==> config.mk <==
export PLATFORM = sky130hd
export DESIGN_NAME = freq_period_decoder
export DESIGN_NICKNAME = d
export VERILOG_FILES = /design/src/rtl/freq_dec_pkg.sv /design/src/rtl/pulse_sync_edge.sv /design/src/rtl/freq_period_decoder.sv
export SDC_FILE = /design/constraint.sdc
export NUM_CORES = 1
export LEC_CHECK = 0
export ABC_AREA = 1
export CORE_MARGIN = 1
export CORE_UTILIZATION = 55
export CTS_CLUSTER_SIZE = 30
export DETAILED_ROUTE_END_ITERATION = 8
export PLACE_DENSITY = 0.83
export SLEW_MARGIN = 20
export SYNTH_ARGS = -nofsm -noshare
export SYNTH_HDL_FRONTEND = slang
export SYNTH_SLANG_ARGS = --single-unit
==> constraint.sdc <==
create_clock -name clk -period 1.75 [get_ports clk]
set_input_delay 0.2625 -clock clk [delete_from_list [all_inputs] [get_ports clk]]
set_output_delay 0.2625 -clock clk [all_outputs]
set_load 0.03 [all_outputs]
==> src/rtl/freq_dec_pkg.sv <==
// rtl/freq_dec_pkg.sv - shared types and constants for the period decoder
package freq_dec_pkg;

  // Measurement FSM states
  typedef enum logic [1:0] {
    ST_IDLE    = 2'd0,
    ST_ARMED   = 2'd1,
    ST_MEASURE = 2'd2
  } state_e;

  // Number of periods folded into the running average
  localparam int AVG_DEPTH = 4;

  // All-ones value of a cnt_w-bit counter, i.e. the saturation point
  function automatic logic [63:0] sat_value(input int unsigned cnt_w);
    return (64'd1 << cnt_w) - 64'd1;
  endfunction

endpackage

==> src/rtl/pulse_sync_edge.sv <==
// rtl/pulse_sync_edge.sv - async pulse synchroniser with registered rising-edge strobe
module pulse_sync_edge #(
  parameter int SYNC_STAGES = 2
) (
  input  logic clk,
  input  logic rst,
  input  logic async_i,
  output logic level_o,
  output logic rise_o
);

  logic [SYNC_STAGES-1:0] sync_q;
  logic                   prev_q;
  logic                   rise_q;

  // Shift the async input through the synchroniser, keep the previous level, register the rise
  always_ff @(posedge clk or posedge rst) begin
    if (rst) begin
      sync_q <= '0;
      prev_q <= 1'b0;
      rise_q <= 1'b0;
    end else begin
      sync_q <= {sync_q[SYNC_STAGES-2:0], async_i};
      prev_q <= sync_q[SYNC_STAGES-1];
      rise_q <= sync_q[SYNC_STAGES-1] & ~prev_q;
    end
  end

  assign level_o = sync_q[SYNC_STAGES-1];
  assign rise_o  = rise_q;

endmodule

==> src/rtl/freq_period_decoder.sv <==
// rtl/freq_period_decoder.sv - pulse period measurement with valid/ready output; FREQ_DEC_AVG_EN adds 4-deep averaging
module freq_period_decoder
  import freq_dec_pkg::*;
#(
  parameter int CNT_W       = 16,
  parameter int SYNC_STAGES = 2,
  parameter int MIN_PERIOD  = 2
) (
  input  logic             clk,
  input  logic             rst,
  input  logic             enable,
  input  logic             pulse_in,
  output logic [CNT_W-1:0] period_out,
  output logic             period_valid,
  input  logic             period_ready,
  output logic             timeout,
  output logic             overrun,
  output logic             glitch
);

  localparam logic [CNT_W-1:0] CNT_MAX = CNT_W'(sat_value(CNT_W));
  localparam logic [CNT_W-1:0] MIN_CNT = CNT_W'(MIN_PERIOD);
  localparam logic [CNT_W-1:0] CNT_ONE = CNT_W'(1);

  state_e           state_q, state_d;
  logic [CNT_W-1:0] cnt_q, cnt_d;
  logic [CNT_W-1:0] period_q, period_d;
  logic             valid_q, valid_d;
  logic             timeout_q, timeout_d;
  logic             overrun_q, overrun_d;
  logic             glitch_q, glitch_d;

  logic             pulse_rise;
  logic             unused_pulse_lvl;
  logic             capture;
  logic             emit;
  logic [CNT_W-1:0] emit_val;

  pulse_sync_edge #(
    .SYNC_STAGES(SYNC_STAGES)
  ) u_sync (
    .clk    (clk),
    .rst    (rst),
    .async_i(pulse_in),
    .level_o(unused_pulse_lvl),
    .rise_o (pulse_rise)
  );

  // State, counter and output registers
  always_ff @(posedge clk or posedge rst) begin
    if (rst) begin
      state_q   <= ST_IDLE;
      cnt_q     <= '0;
      period_q  <= '0;
      valid_q   <= 1'b0;
      timeout_q <= 1'b0;
      overrun_q <= 1'b0;
      glitch_q  <= 1'b0;
    end else begin
      state_q   <= state_d;
      cnt_q     <= cnt_d;
      period_q  <= period_d;
      valid_q   <= valid_d;
      timeout_q <= timeout_d;
      overrun_q <= overrun_d;
      glitch_q  <= glitch_d;
    end
  end

  // Measurement FSM: arm on enable, count between rises, saturate into timeout
  always_comb begin
    state_d   = state_q;
    cnt_d     = cnt_q;
    capture   = 1'b0;
    timeout_d = 1'b0;
    glitch_d  = 1'b0;
    case (state_q)
      ST_IDLE: begin
        cnt_d = '0;
        if (enable) state_d = ST_ARMED;
      end
      ST_ARMED: begin
        if (pulse_rise) begin
          cnt_d   = CNT_ONE;
          state_d = ST_MEASURE;
        end
      end
      ST_MEASURE: begin
        // An accepted rise beats saturation, so a full-scale period is still reported
        if (pulse_rise && (cnt_q >= MIN_CNT)) begin
          capture = 1'b1;
          cnt_d   = CNT_ONE;
        end else begin
          glitch_d = pulse_rise;
          if (cnt_q == CNT_MAX) begin
            timeout_d = 1'b1;
            cnt_d     = '0;
            state_d   = ST_ARMED;
          end else begin
            cnt_d = cnt_q + CNT_ONE;
          end
        end
      end
      default: begin
        state_d = ST_IDLE;
        cnt_d   = '0;
      end
    endcase
    if (!enable) begin
      state_d   = ST_IDLE;
      cnt_d     = '0;
      capture   = 1'b0;
      timeout_d = 1'b0;
      glitch_d  = 1'b0;
    end
  end

`ifdef FREQ_DEC_AVG_EN
  localparam int SUM_W = CNT_W + 2;

  logic [CNT_W-1:0] hist_q [AVG_DEPTH];
  logic [CNT_W-1:0] hist_d [AVG_DEPTH];
  logic [SUM_W-1:0] sum_q, sum_d, sum_next;
  logic [1:0]       fill_q, fill_d;
  logic             hist_clr;

  // History registers for the running average
  always_ff @(posedge clk or posedge rst) begin
    if (rst) begin
      for (int i = 0; i < AVG_DEPTH; i++) hist_q[i] <= '0;
      sum_q  <= '0;
      fill_q <= '0;
    end else begin
      hist_q <= hist_d;
      sum_q  <= sum_d;
      fill_q <= fill_d;
    end
  end

  // Slide the window on each capture; emit the mean only once the window is full
  always_comb begin
    hist_d   = hist_q;
    sum_d    = sum_q;
    fill_d   = fill_q;
    emit     = 1'b0;
    emit_val = '0;
    hist_clr = ((state_q == ST_IDLE) && enable) || timeout_d || glitch_d;
    sum_next = sum_q + SUM_W'(cnt_q) - SUM_W'(hist_q[AVG_DEPTH-1]);
    if (hist_clr) begin
      for (int i = 0; i < AVG_DEPTH; i++) hist_d[i] = '0;
      sum_d  = '0;
      fill_d = '0;
    end else if (capture) begin
      hist_d[0] = cnt_q;
      for (int i = 1; i < AVG_DEPTH; i++) hist_d[i] = hist_q[i-1];
      sum_d = sum_next;
      if (fill_q == 2'(AVG_DEPTH - 1)) begin
        emit     = 1'b1;
        emit_val = sum_next[SUM_W-1:2];
      end else begin
        fill_d = fill_q + 2'd1;
      end
    end
  end
`else
  // Every accepted capture goes straight to the output
  always_comb begin
    emit     = capture;
    emit_val = cnt_q;
  end
`endif

  // Output handshake: hold until accepted, overwrite and flag overrun when not drained
  always_comb begin
    period_d  = period_q;
    valid_d   = valid_q;
    overrun_d = overrun_q;
    if (valid_q && period_ready) valid_d = 1'b0;
    if (emit) begin
      period_d = emit_val;
      valid_d  = 1'b1;
      if (valid_q && !period_ready) overrun_d = 1'b1;
    end
    if (!enable) overrun_d = 1'b0;
  end

  assign period_out   = period_q;
  assign period_valid = valid_q;
  assign timeout      = timeout_q;
  assign overrun      = overrun_q;
  assign glitch       = glitch_q;

endmodule
==> results.json, run 1 <==
{
  "irDropWorstVdd_mv": 0.773,
  "drv_slew": 0,
  "synth_edf_count": 0,
  "grt_pass1_wl_um": 7200,
  "synth.most_common_cell": "nand2_1",
  "cts_root_buf": "clkbuf_8",
  "synth-main-ff-cell": "dfrtp_1",
  "relSlewSlack_pct": 78.5,
  "clkPwrFrac_pct": 39.6,
  "fin_nets": 301,
  "grt_overflow": 0,
  "cts_tree": "yes",
  "final_util_pct": 73.0,
  "ys_ff_latch": 42,
  "power_density_mw_per_mm2": 871,
  "gr-usage-all-layers_pct": 22.8,
  "fmax_mhz": 599,
  "die_w_um": 65.2,
  "grt_max_degree": 43,
  "crit_top_cell": "nand2_1",
  "antenna_found_initial": 0,
  "skew_ps": 9.17,
  "first_pass_iters": 4,
  "yosysWarnings": 0,
  "wl_um": 4530,
  "syn_inst": 255,
  "reg2reg_from": "cnt_q[1]",
  "hold_class": "in2async",
  "ctsLongestPathBuffers": 2,
  "timing.hold.ws_ps": 317,
  "insertion_delay_ps": 300,
  "cts_buffers": 5,
  "vias": 1735,
  "area_growth_syn_to_layout_pct": 24.2,
  "die_y_um": 65.2,
  "hold_viol_final": 0,
  "swShare_pct": 26.6,
  "slowest_delay_ps": 430,
  "period_share_pct": 95.4,
  "row_count": 22,
  "critPathKind": "reg2reg",
  "grt_pass1_vias": 1610,
  "dp.cells": 329,
  "start_kind": "register",
  "clock_tree.htree_level_count": 2,
  "outcome": "finished clean",
  "vias_per_cell": 5.12,
  "synth_common_cells": "78 x nand2_1, 42 x dfrtp_1, 26 x nor2_1",
  "worstSetupEndpointType": "register",
  "diodes": 0,
  "die_area_mm2": 0.00425,
  "fillers": 266,
  "cap_viol_max_count": 0,
  "io-pin-count": 25,
  "synth.yosys.seq_area_share_pct": 47.8,
  "critical-path-slowest-cell": "dfrtp_1",
  "dp_hpwl_um": 3070,
  "cp.required_ps": 1940,
  "initial_core_util_pct": 58.7,
  "drt_iter0_markers": 143,
  "cp_cell_sequence": "ha_1 > nor2_1 > nand2_1 > nor2_1 > nand2_2 > nand2_4 > buf_12 > inv_2 > nand2_1 > nand2_1",
  "cp.arrival_ps": 1860,
  "path_max_fanout": 13,
  "seq_power_share_pct": 43.1,
  "port_buffers": 24,
  "drt-wirelength-per-cell_um": 13.4,
  "p_leak_nw": 1.27,
  "syn-cell-area_mm2": 0.00220,
  "worst_slew_pin_slew_ps": 321,
  "ant_nets": 0,
  "setup_viol": 0,
  "gp_congestion": 0.905,
  "placed_area_mm2": 0.00253,
  "clkTransAtPathRegs_ps": 80,
  "yosys.area.top_type": "dfrtp_1",
  "total_power_mw": 2.38,
  "yosysUniqueCellTypes": 27,
  "p_comb_share_pct": 17.3,
  "synth_nets": 266,
  "synthArstFlopShare_pct": 100,
  "synth_area_leaders": "dfrtp_1 48%, nand2_1 13%, nor2_4 6.7%, nor2_1 4.4%, inv_1 4.1%",
  "fin_crit_ps": 1670,
  "power.switching_uw": 632,
  "syn_avg_cell_area_um2": 8.62,
  "coreArea_mm2": 0.00374,
  "yosysTopAreaCellShare_pct": 47.8,
  "stdcell_area_mm2": 0.00273,
  "crit_start": "cnt_q[1]",
  "layout.cells.non_filler": 339,
  "numClockSinks": 42,
  "layout-drive-gt1-share_pct": 17.5,
  "drc_errors": 0,
  "internal-power_mw": 1.75
}
[cell families (layout without fill, tap and decap cells)]
logic type	after synthesis	count (layout)	share of synthesized area, %
compound gates	13	13	2.96
xor+xnor	10	10	3.98
fa+ha+maj	6	6	3.41
buf+inv	33	69	6.94
flops	42	42	47.8
simple gates	151	151	34.9
[cells in the final DEF (no fill, tap or decap), drive strengths merged, types with 3 or more instances in the layout]
| cell | netlist | routed |
|---|---|---|
| nand2 | 83 | 83 |
| nor2 | 43 | 43 |
| dfrtp | 42 | 42 |
| inv | 28 | 28 |
| clkdlybuf4s50 | 0 | 24 |
| nand3 | 12 | 12 |
| o21ai | 11 | 11 |
| buf | 5 | 8 |
| xor2 | 7 | 7 |
| nand4 | 7 | 7 |
| clkbuf | 0 | 7 |
| ha | 6 | 6 |
| nor3 | 4 | 4 |
| xnor2 | 3 | 3 |
[area by class of cell]
class,instances,area [um^2],share of cell area (%)
clock buffers,6,82.6,3.02
clock inverters,2,60.1,2.20
inverters,28,110,4.03
multi-input cells,180,1020,37.2
flip-flops and latches,42,1050,38.5
well taps,48,60.1,2.20
repair buffers,33,350,12.8
[power groups by stage]
stage	clock network, mW	registers [mW]	logic [mW]
finish	0.942	1.03	0.412
global route	1.00	1.03	0.461
CTS	0.950	1.03	0.383
detailed placement	0	1.05	0.374
global placement	0	1.05	0.367
floorplan	0	1.05	0.306
[metrics by stage]
step | setup TNS [ps] | setup WS [ps]
6_report | 0 | 80.1
5_1_grt | -3.85 | -3.85
4_1_cts | 0 | 33.7
3_5_place_dp | 0 | 25.1
3_3_place_gp | 0 | 67.3
2_1_floorplan | 0 | 230
[sequential cells by signal, indices dropped and copies added, names as in the netlist]
register and flops:
overrun 1, u_sync.rise_o 1, state_q 2, u_sync.sync_q 2, glitch 1, period_valid 1, timeout 1, period_out 16
u_sync.prev_q 1, cnt_q 16
[routing by layer]
layer / vias up / global-route usage, % / share of wire (%)
met5: - / 0 / 0
met4: 0 / 7.34 / 1.2
met3: 7 / 5.73 / 3.7
met2: 38 / 37.1 / 50
met1: 830 / 29.7 / 45
li1: 860 / - / -
[worst max-delay path: cells and delay by family (launching register included)]
kind / cells / cell delay, ps
adders and majority gates: 1 / 210
buffers and inverters: 2 / 220
DFF: 1 / 430
and+or+nand+nor: 7 / 690
[path summary, 6_finish.rpt]
path / end / cells past startpoint / slack (ps)
worst max-delay path: period_out[11] / 10 / 80
worst min-delay path: period_out[12] / 3 / 320
worst max register to register: period_out[11] / 10 / 80
worst min register to register: u_sync.sync_q[1] / 0 / 360
max in group asynchronous: cnt_q[2] / 3 / 1230
min in group clk: u_sync.sync_q[1] / 0 / 360
[repair_timing]
item / CTS / global route
gates resized for setup: 0 / 7
setup endpoints to repair: 0 / 23
hold buffers: 0 / 0
buffers inserted: 0 / 1
Power figures use the tool's default switching activity.
==> run 2: changes to the inputs <==
--- a/config.mk
+++ b/config.mk
@@ -7,10 +7,10 @@
 export LEC_CHECK = 0
 export ABC_AREA = 1
 export CORE_MARGIN = 1
-export CORE_UTILIZATION = 55
+export CORE_UTILIZATION = 50
 export CTS_CLUSTER_SIZE = 30
 export DETAILED_ROUTE_END_ITERATION = 8
-export PLACE_DENSITY = 0.83
+export PLACE_DENSITY = 0.8
 export SLEW_MARGIN = 20
 export SYNTH_ARGS = -nofsm -noshare
 export SYNTH_HDL_FRONTEND = slang
==> constraint.sdc (replaced) <==
create_clock -name clk -period 1.5 [get_ports clk]
set_input_delay 0.225 -clock clk [delete_from_list [all_inputs] [get_ports clk]]
set_output_delay 0.225 -clock clk [all_outputs]
set_load 0.03 [all_outputs]
==> results.json, run 2 (synthesis results as in run 1) <==
{
  "gp_congestion": 0.860,
  "violations": "setup timing",
  "crit_cells": 10,
  "cp_cell_sequence": "ha_4 > nor2_2 > nand2_1 > nor2_1 > nand2_2 > nand2_4 > nand3_4 > nand2_8 > inv_8 > nor2_4",
  "critPathKind": "reg2reg",
  "placed_area_mm2": 0.00272,
  "setup_viol": 38,
  "fmax_mhz": 559,
  "cts_root_buf": "clkbuf_8",
  "die_area_mm2": 0.00467,
  "cts_tree": "yes",
  "critical-path-slowest-cell": "dfrtp_2",
  "initial_core_util_pct": 53.4,
  "hold_viol_final": 0,
  "worst_slew_pin_slew_ps": 329,
  "path_delay_family": "simple AND/OR/NAND/NOR gates",
  "start_kind": "register",
  "grt_pass1_wl_um": 8690,
  "skew_ps": 10.6,
  "rsz0062_at_grt": "true",
  "drt-wirelength-per-cell_um": 18.5,
  "period_share_pct": 119,
  "cap_viol_max_count": 0,
  "wl_um": 6860,
  "area_growth_syn_to_layout_pct": 48.5,
  "diodes": 0,
  "numClockSinks": 42,
  "clkTransAtPathRegs_ps": 90,
  "fin_crit_ps": 1790,
  "vias": 2118,
  "ant_nets": 0,
  "stdcell_area_mm2": 0.00326,
  "path_buf_inv": 1,
  "io-pin-count": 25,
  "vias_per_cell": 5.69,
  "antenna_found_initial": 0,
  "grt_pass1_vias": 1865,
  "power_density_mw_per_mm2": 884,
  "grt_overflow": 0,
  "drv_slew": 0,
  "ctsLongestPathBuffers": 2,
  "relSlewSlack_pct": 77.9,
  "r2r-end": "cnt_q[9]",
  "drt_iter0_markers": 253,
  "fillers": 214,
  "gr-usage-all-layers_pct": 25.9,
  "hold_buffers": 0,
  "coreArea_mm2": 0.00412,
  "mostFrequentLayoutCells": "60 x nand2_1, 39 x dfrtp_1, 27 x buf_4, 21 x inv_1, 21 x nor2_4",
  "layout-drive-gt1-share_pct": 40.7,
  "cp.required_ps": 1730,
  "die_y_um": 68.3,
  "slowest_delay_ps": 480,
  "clock_tree.htree_level_count": 2,
  "final_common_cell": "nand2_1",
  "insertion_delay_ps": 300,
  "row_count": 23,
  "worstSetupEndpointType": "register",
  "layout.cells.non_filler": 372,
  "die_w_um": 68.3,
  "reg2reg_from": "cnt_q[1]",
  "outcome": "complete, but fails checks",
  "path_max_fanout": 6,
  "fin_nets": 332,
  "ff2ff_path_depth": 10,
  "port_buffers": 24,
  "hold_class": "in2async",
  "cts_buffers": 5,
  "grt_max_degree": 43,
  "cp.arrival_ps": 2020,
  "setup_slack_ps": -288,
  "drc_errors": 0,
  "first_pass_iters": 7,
  "crit_start": "cnt_q[1]",
  "dp.cells": 353,
  "irDropWorstVdd_mv": 0.601,
  "rrSetupSlack_ps": -290,
  "dp_hpwl_um": 3240,
  "setup.worst_path.end": "cnt_q[9]",
  "p_leak_nw": 1.60
}
-- run 2: final cells by class --
cell class | instances | area (um^2) | share of cell area [%]
inverter | 28 | 130 | 3.99
clock buffer | 5 | 68.8 | 2.11
multi-input combinational | 181 | 1320 | 40.3
sequential | 42 | 1050 | 32.3
clock inverter | 3 | 40.0 | 1.23
tap | 50 | 62.6 | 1.92
timing repair inverter | 1 | 11.3 | 0.345
timing repair buffer | 62 | 581 | 17.8
-- run 2: worst min-delay path by stage --
stage	slack [ps]	depth (start not counted)	startpoint	to
after global routing	350	3	rst	cnt_q[15]
after floorplan	260	0	pulse_in	u_sync.sync_q[0]
after detailed placement	370	0	u_sync.sync_q[0]	u_sync.sync_q[1]
final	300	3	rst	cnt_q[15]
after global placement	340	0	u_sync.sync_q[0]	u_sync.sync_q[1]
after CTS	290	3	rst	period_out[14]
-- run 2: routing by layer --
layer	track usage (%)	vias up	part of all wire, %
li1	-	923	-
met1	32.1	1013	37
met2	46.0	141	50
met3	3.67	41	7.7
met4	8.07	0	4.6
met5	0	-	0
-- run 2: report_power, final --
part / internal, mW / switching (mW)
Sequential: 1.17 / 0.0375
Clock: 0.490 / 0.390
Combinational: 0.297 / 0.500
-- run 2: stage by stage --
stage	hold slack, ps	utilization, %	TNS [ps]	setup WS, ps	total power, mW
after global placement	338	66.0	-1370	-71.7	1.71
after CTS	290	72.6	-1620	-82.0	2.65
after detailed placement	367	66.0	-2450	-148	1.73
after floorplan	256	-	0	4.77	1.58
final	302	79.3	-8640	-288	2.88
after global routing	345	79.3	-11080	-348	3.01
-- run 2: timing repair --
item | 4_1_cts | 5_1_grt
pin swaps | 13 | 27
buffers inserted | 5 | 4
endpoints found under the setup margin | 55 | 37
gates resized for setup | 53 | 70
cloned | 2 | 2
-- run 2: tightest hold or removal path: cells and delay by family --
kind	cells	cell delay, ps
buffers and inverters	3	750
